**config.mk**
```make
export PLATFORM = sky130hd
export DESIGN_NAME = regfile_dump_reader
export DESIGN_NICKNAME = d
export VERILOG_FILES = /design/src/rtl/regfile_dump_reader.sv
export SDC_FILE = /design/constraint.sdc
export NUM_CORES = 1
export LEC_CHECK = 0
export CORE_MARGIN = 2
export CORE_UTILIZATION = 40
export CTS_BUF_LIST = sky130_fd_sc_hd__clkbuf_4
export DETAILED_ROUTE_END_ITERATION = 8
export GPL_TIMING_DRIVEN = 1
export PLACE_DENSITY_LB_ADDON = 0.15
export REMOVE_ABC_BUFFERS = 1
export SYNTH_ARGS = -nofsm -noshare
export SYNTH_HDL_FRONTEND = slang
export SYNTH_SLANG_ARGS = --single-unit
```
**constraint.sdc**
```tcl
create_clock -name clk -period 2.64 [get_ports clk]
set_clock_uncertainty 0.05 [all_clocks]
set_input_delay 0.792 -clock clk [delete_from_list [all_inputs] [get_ports clk]]
set_output_delay 0.792 -clock clk [all_outputs]
set_load 0.005 [all_outputs]
```
**src/rtl/regfile_dump_reader.sv**
```systemverilog
// ============================================================================
//  Module   : regfile_dump_reader
//  Brief    : Streams a contiguous, optionally wrapping range of register-file
//             entries, tagged with their index, over a valid/ready handshake.
//  Revision : 1.0 - initial release
// ============================================================================
`default_nettype none

module regfile_dump_reader #(
    parameter int ADDRESS_WIDTH = 5,
    parameter int DATA_WIDTH    = 32
) (
    input  logic                     clk,
    input  logic                     rst,
    input  logic                     start,
    input  logic [ADDRESS_WIDTH-1:0] first_addr,
    input  logic [ADDRESS_WIDTH-1:0] last_addr,
    input  logic                     abort,
    output logic [ADDRESS_WIDTH-1:0] rf_addr,
    input  logic [DATA_WIDTH-1:0]    rf_data,
    output logic                     out_valid,
    input  logic                     out_ready,
    output logic [DATA_WIDTH-1:0]    out_data,
    output logic [ADDRESS_WIDTH-1:0] out_index,
    output logic                     busy,
    output logic                     done
);

    typedef enum logic [1:0] {
        S_IDLE = 2'd0,
        S_READ = 2'd1,
        S_HOLD = 2'd2,
        S_DONE = 2'd3
    } state_t;

    state_t                   state_q,     state_d;
    logic [ADDRESS_WIDTH-1:0] cur_q,       cur_d;
    logic [ADDRESS_WIDTH-1:0] last_q,      last_d;
    logic [ADDRESS_WIDTH-1:0] out_index_q, out_index_d;
    logic [DATA_WIDTH-1:0]    out_data_q,  out_data_d;
    logic                     out_valid_q, out_valid_d;

    always_comb begin
        state_d     = state_q;
        cur_d       = cur_q;
        last_d      = last_q;
        out_index_d = out_index_q;
        out_data_d  = out_data_q;
        out_valid_d = out_valid_q;

        case (state_q)
            S_IDLE: begin
                // abort wins over a coincident start
                if (start && !abort) begin
                    cur_d   = first_addr;
                    last_d  = last_addr;
                    state_d = S_READ;
                end
            end
            S_READ: begin
                if (abort) begin
                    out_valid_d = 1'b0;
                    state_d     = S_IDLE;
                end else begin
                    out_data_d  = rf_data;
                    out_index_d = cur_q;
                    out_valid_d = 1'b1;
                    state_d     = S_HOLD;
                end
            end
            S_HOLD: begin
                if (abort) begin
                    out_valid_d = 1'b0;
                    state_d     = S_IDLE;
                end else if (out_ready) begin
                    out_valid_d = 1'b0;
                    if (cur_q == last_q) begin
                        state_d = S_DONE;
                    end else begin
                        // natural wrap of the index gives the modulo range
                        cur_d   = cur_q + ADDRESS_WIDTH'(1);
                        state_d = S_READ;
                    end
                end
            end
            S_DONE: begin
                state_d = S_IDLE;
            end
            default: begin
                out_valid_d = 1'b0;
                state_d     = S_IDLE;
            end
        endcase
    end

    always_ff @(posedge clk or posedge rst) begin
        if (rst) begin
            state_q     <= S_IDLE;
            cur_q       <= '0;
            last_q      <= '0;
            out_index_q <= '0;
            out_data_q  <= '0;
            out_valid_q <= 1'b0;
        end else begin
            state_q     <= state_d;
            cur_q       <= cur_d;
            last_q      <= last_d;
            out_index_q <= out_index_d;
            out_data_q  <= out_data_d;
            out_valid_q <= out_valid_d;
        end
    end

    assign rf_addr   = cur_q;
    assign out_valid = out_valid_q;
    assign out_data  = out_data_q;
    assign out_index = out_index_q;
    assign busy      = (state_q != S_IDLE);
    // an abort landing in DONE suppresses the completion pulse
    assign done      = (state_q == S_DONE) && !abort;

endmodule

`default_nettype wire

```
==> flow_metrics.tcl, run 1 <==
set metrics [dict create \
    start_util_pct 41.8 \
    synth-edff-count 0 \
    fin_crit_ns 2.53 \
    clk_path_buf_depth 2 \
    synthTopCellsByCount "dfrtp_1, mux2_2, nand2_1" \
    hp-class "reg2reg" \
    leakagePower_nw 1.39 \
    drcViolationCount 0 \
    numCtsBuffers 5 \
    dr.pass1.iters 4 \
    intPower_w 0.00186 \
    final_area_um2 3270 \
    pwr-share-clk_pct 21.1 \
    utilization_pct 63.7 \
    timing.final.crit_share_pct 95.8 \
    clock_sinks 50 \
    comb_power_share_pct 34.4 \
    antenna_found_initial 0 \
    ys_ff_latch 50 \
    via_per_inst 4.90 \
    fp-row-count 26 \
    cts_resized 1 \
    core_um2 5140 \
    synth_cell_type_count 33 \
    ir_worst_vdd_mv 0.445 \
    status "complete, no violations" \
    worstPathArrival_ns 1.69 \
    fmax_ghz 0.395 \
    synthFlopType "dfrtp_1" \
    crit_chain "or2_2, clkdlybuf4s50_1" \
    port_buffers 91 \
    p_sw_w 0.000648 \
    htreeDepth 2 \
    synth.area.top_cells "dfrtp_1, mux2_2, nand2_1, xor2_1, o22a_1" \
    synth.cell_area_um2 2150 \
    total_power_w 0.00251 \
    crit_type "reg2out" \
    crit_required_ns 1.80 \
    fin_nets 306 \
    multi_input_area_um2 851 \
    cellPowerDensity_nw_per_um2 767 \
    clkTransAtPathRegs_ns 0.14 \
    synthArstFlopShare_pct 100 \
    hold_ws_ns 0.463 \
    routabilityCongestion 0.803 \
    worst-path-buf-inv 1 \
    final-seq-area_um2 1250 \
    holdBufCountCts 0 \
    power_switching_share_pct 25.8 \
    synth.yosys.seq_area_share_pct 58.2 \
    cpPeakStageDelay_ns 0.53 \
    maxCapViolations 0 \
    vias 1612 \
    grt_max_degree 51 \
    grt_pass1_wl_um 7510 \
    hold_viol 0 \
    setup_violations 0 \
    yosysMostFrequentCell "dfrtp_1" \
    syn_inst 162 \
    dpl.hpwl_um 3310 \
    synth_top_area_share_pct 58.2 \
    cts_tree "built" \
    pwr-share-seq_pct 44.5 \
    overflow 0 \
    antenna_left 0 \
    num-fill-cells 456 \
    worstPathMaxFanout 10 \
    synth_top_area_cell "dfrtp_1" \
    setup_tns_ns 0 \
    postCtsSetupBuffers 0 \
    cp_slowest_cell "dfrtp_1" \
    diodes 0 \
    start_kind "register" \
    fp.dieW_um 77.3 \
    tightest_slew_ns 0.595 \
    die_height_um 77.3 \
    yosysWarningCount 0 \
    path_delay_family "flip-flops" \
    ctsRootBufferMaster "clkbuf_4" \
    grt_use_total_pct 15.7 \
    synth_area_per_cell_um2 13.3 \
    drive_above_1_share_pct 22.4 \
    crit_path_end_kind "output port" \
    die-area_um2 5970 \
    relSlewSlack_pct 60.3 \
    grt_pass1_vias 1648 \
    area_growth_pct 52.4 \
    rsz0062_at_grt "no" \
    clock_insertion_delay_worst_skew_ns 0.36 \
    io_pins 92 \
    drtIter0Drc 83 \
    drt-total-wl_um 4600 \
    drv_slew 0 \
    dpl_cell_area_um2 3170 \
    wl_per_cell_um 14.0 \
]
## tightest hold or removal path, stage by stage, from the launching register on
cell and delay, ns:
dfrtp_1 0.38, nand2_1 0.06, nand2_1 0.06
## final cells by class
| type | count | share of cell area, % |
|---|---|---|
| clock inverter | 3 | 1.95 |
| clock buffer | 5 | 1.15 |
| inverter | 3 | 0.344 |
| sequential | 50 | 38.2 |
| timing repair buffer | 96 | 29.7 |
| multi-input combinational | 102 | 26.0 |
| tap | 70 | 2.67 |
## placed cells by master, fill, tap and decap left out, drive strengths merged
cell	synthesis	routed
a211oi	3	3
a21o	1	1
a21oi	1	1
a221oi	2	2
a22o	1	1
a31oi	2	2
and3	1	1
and3b	1	1
buf	6	5
bufinv	0	2
clkbuf	1	5
clkdlybuf4s50	0	90
clkinv	0	1
dfrtp	50	50
dlygate4sd2	0	1
ha	1	1
inv	3	3
mux2	38	38
mux2i	1	1
nand2	21	21
nand2b	1	1
nand3	1	1
nor2	5	5
nor2b	1	1
nor3	2	2
nor3b	1	1
nor4b	1	1
o21ai	3	3
o22a	4	4
o22ai	1	1
or2	1	1
or2b	1	1
or3	1	1
or3b	1	1
xor2	5	5
## per-layer routing
metal,wire length [µm],GRT usage (%)
met1,2000,19.9
met2,2160,25.0
met3,354,5.76
met4,73,5.18
met5,0,0
## power by group through the flow
stage	clock, W	combinational (W)	sequential (W)
detailed placement	0	0.000871	0.00114
global placement	0	0.000866	0.00113
floorplan	0	0.000316	0.00113
global route	0.000576	0.000933	0.00115
CTS	0.000552	0.000878	0.00112
finish	0.000531	0.000864	0.00112
## through the flow
step           setup slack [ns]  instances
3_3_place_gp            -0.0964        321
5_1_grt                  0.0414        329
3_5_place_dp             -0.107        321
2_1_floorplan             -1.51        155
6_report                  0.112        329
4_1_cts                  0.0993        329
## registers in the layout, summed over array words and instances, names as in the netlist
signal and cells:
out_index 5, last_q 5, state_q 2, out_data 32
rf_addr 5, out_valid 1
## logic make-up (layout without fill, tap and decap cells)
group	count (synthesis)	count (layout)	share of synthesized area (%)
AO/OA/AOI/OAI	18	18	6.41
XOR/XNOR	5	5	2.04
adder cells (fa/ha/maj)	1	1	0.582
buffers and inverters	10	107	2.39
flip-flops	50	50	58.2
multiplexers	39	39	20.6
AND/OR/NAND/NOR	39	39	9.79
## final timing paths
path / start / endpoint / slack [ns] / cells past startpoint
max: state_q[1] / busy / 0.11 / 2
min: last_q[3] / last_q[3] / 0.46 / 2
max reg2reg: rf_addr[0] / rf_addr[1] / 0.87 / 4
min reg2reg: last_q[3] / last_q[3] / 0.46 / 2
max in group asynchronous: rst / out_data[16] / 1.59 / 3
min in group asynchronous: rst / out_data[11] / 0.71 / 3
Power figures use the tool's default switching activity.
==> run 2, diff against run 1 <==
PLACE_DENSITY = 0.76   (was default)
PLACE_DENSITY_LB_ADDON = default   (was 0.15)
clock period = 3.1 ns   (was 2.64 ns; I/O delays follow)
==> run 2 against run 1 <==
  * Combinational power down 15%
  * Highest routed layer unchanged
  * Total power fell by 15%
  * Clock power shrank 15%
==> flow_metrics.tcl, run 2 (same netlist as run 1, synthesis figures left out) <==
set metrics [dict create \
    grt_max_degree 25 \
    postCtsSetupBuffers 0 \
    pwr-share-seq_pct 44.7 \
    tightest_slew_ns 0.608 \
    start_util_pct 41.8 \
    htreeDepth 2 \
    crit_top_cell "clkdlybuf4s50_1" \
    final-seq-area_um2 1250 \
    comb_power_share_pct 34.3 \
    drive_above_1_share_pct 22.4 \
    largest_reg_flops 32 \
    crit_chain "clkdlybuf4s50_1, and3b_1, clkdlybuf4s50_1" \
    drcViolationCount 0 \
    port_buffers 91 \
    crit_path_end_kind "output port" \
    grt_pass1_wl_um 8160 \
    r2r_cells 4 \
    drt-total-wl_um 4900 \
    fp-row-count 26 \
    clkTransAtPathRegs_ns 0.14 \
    leakagePower_nw 1.37 \
    vias 1620 \
    dpl.hpwl_um 3680 \
    antenna_found_initial 0 \
    worstPathArrival_ns 2.06 \
    cellPowerDensity_nw_per_um2 660 \
    ctsRootBufferMaster "clkbuf_4" \
    crit_type "in2out" \
    hp-class "reg2reg" \
    holdPathStages 2 \
    multi_input_area_um2 851 \
    area_growth_pct 51.3 \
    cp_slowest_cell "clkdlybuf4s50_1" \
    start_kind "input pin" \
    grt_use_total_pct 17.3 \
    holdBufCountCts 0 \
    via_per_inst 4.92 \
    cts_resized 0 \
    fp.dieW_um 77.3 \
    hold_viol 0 \
    cpPeakStageDelay_ns 0.49 \
    setup_tns_ns 0 \
    pwr-share-clk_pct 21.0 \
    overflow 0 \
    relSlewSlack_pct 59.4 \
    drv_slew 0 \
    antenna_left 0 \
    p_sw_w 0.000561 \
    num-fill-cells 447 \
    fmax_ghz 0.329 \
    crit_required_ns 2.12 \
    clock_sinks 50 \
    status "complete, no violations" \
    diodes 0 \
    dr.pass1.iters 6 \
    setup_violations 0 \
    clock_insertion_delay_worst_skew_ns 0.36 \
    layout_common_cells "clkdlybuf4s50_1, dfrtp_1, mux2_2" \
    io_pins 92 \
    fin_nets 306 \
    hold_ws_ns 0.465 \
    timing.final.crit_share_pct 98.1 \
    maxCapViolations 0 \
    fin_crit_ns 3.04 \
    final_common_cell "clkdlybuf4s50_1" \
    numCtsBuffers 5 \
    power_switching_share_pct 26.1 \
    core_um2 5140 \
    wl_per_cell_um 14.9 \
    die-area_um2 5970 \
    worstPathMaxFanout 2 \
    clk_path_buf_depth 2 \
    cts_tree "built" \
    drtIter0Drc 124 \
    rsz0062_at_grt "no" \
    routabilityCongestion 0.840 \
    ir_worst_vdd_mv 0.374 \
    intPower_w 0.00158 \
    grt_pass1_vias 1657 \
    die_height_um 77.3 \
]
==> run 2: cell count changes in the layout (fill, tap and decap cells not counted), sizes merged <==
| cell | delta |
|---|---|
| dlygate4sd2 | -1 |
| clkdlybuf4s50 | +1 |
==> run 2: metal layers <==
layer / up-vias / wire length [µm] / track usage (%)
met2: 69 / 2460 / 28.5
li1: 756 / - / -
met1: 789 / 1940 / 21.0
met3: 6 / 413 / 5.88
met4: 0 / 77 / 6.43
met5: - / 0 / 0
==> run 2: area by class of cell <==
cell class / instances / share of cell area, %
clock buffers: 5 / 1.15
flip-flops and latches: 50 / 38.5
multi-input cells: 102 / 26.2
repair buffers: 96 / 29.2
inverters: 3 / 0.346
clock inverters: 3 / 1.96
well taps: 70 / 2.69
==> run 2: worst max-delay path, delay by kind of cell <==
family | cells | cell delay, ns
buffers and inverters | 2 | 0.92
and+or+nand+nor | 1 | 0.21
==> run 2: stage by stage <==
step | worst slack [ns] | cell area (µm²) | utilization, % | std cells | total power [W]
after floorplan | -1.19 | 2110 | - | 155 | 0.00124
after global placement | 0.0830 | 3150 | 61.3 | 321 | 0.00169
after detailed placement | 0.0582 | 3150 | 61.3 | 321 | 0.00172
after CTS | 0.0581 | 3250 | 63.2 | 329 | 0.00217
after global routing | 0.0219 | 3250 | 63.2 | 329 | 0.00228
final | 0.0594 | 3250 | 63.2 | 329 | 0.00214
==> run 2: path summary, 6_finish.rpt <==
check	startpoint	end	slack, ns
worst max register to register	state_q[1]	rf_addr[1]	1.22
worst min-delay path	last_q[1]	last_q[1]	0.46
worst min register to register	last_q[1]	last_q[1]	0.46
max in group asynchronous	rst	out_data[21]	1.53
min in group asynchronous	rst	out_data[14]	0.87
worst max-delay path	abort	done	0.06
==> run 2: power groups by stage <==
stage | logic (W) | clock network (W) | registers [W]
final | 0.000736 | 0.000450 | 0.000958
after global routing | 0.000798 | 0.000489 | 0.000988
after CTS | 0.000748 | 0.000461 | 0.000961
after detailed placement | 0.000744 | 0 | 0.000973
after global placement | 0.000726 | 0 | 0.000961
after floorplan | 0.000269 | 0 | 0.000966
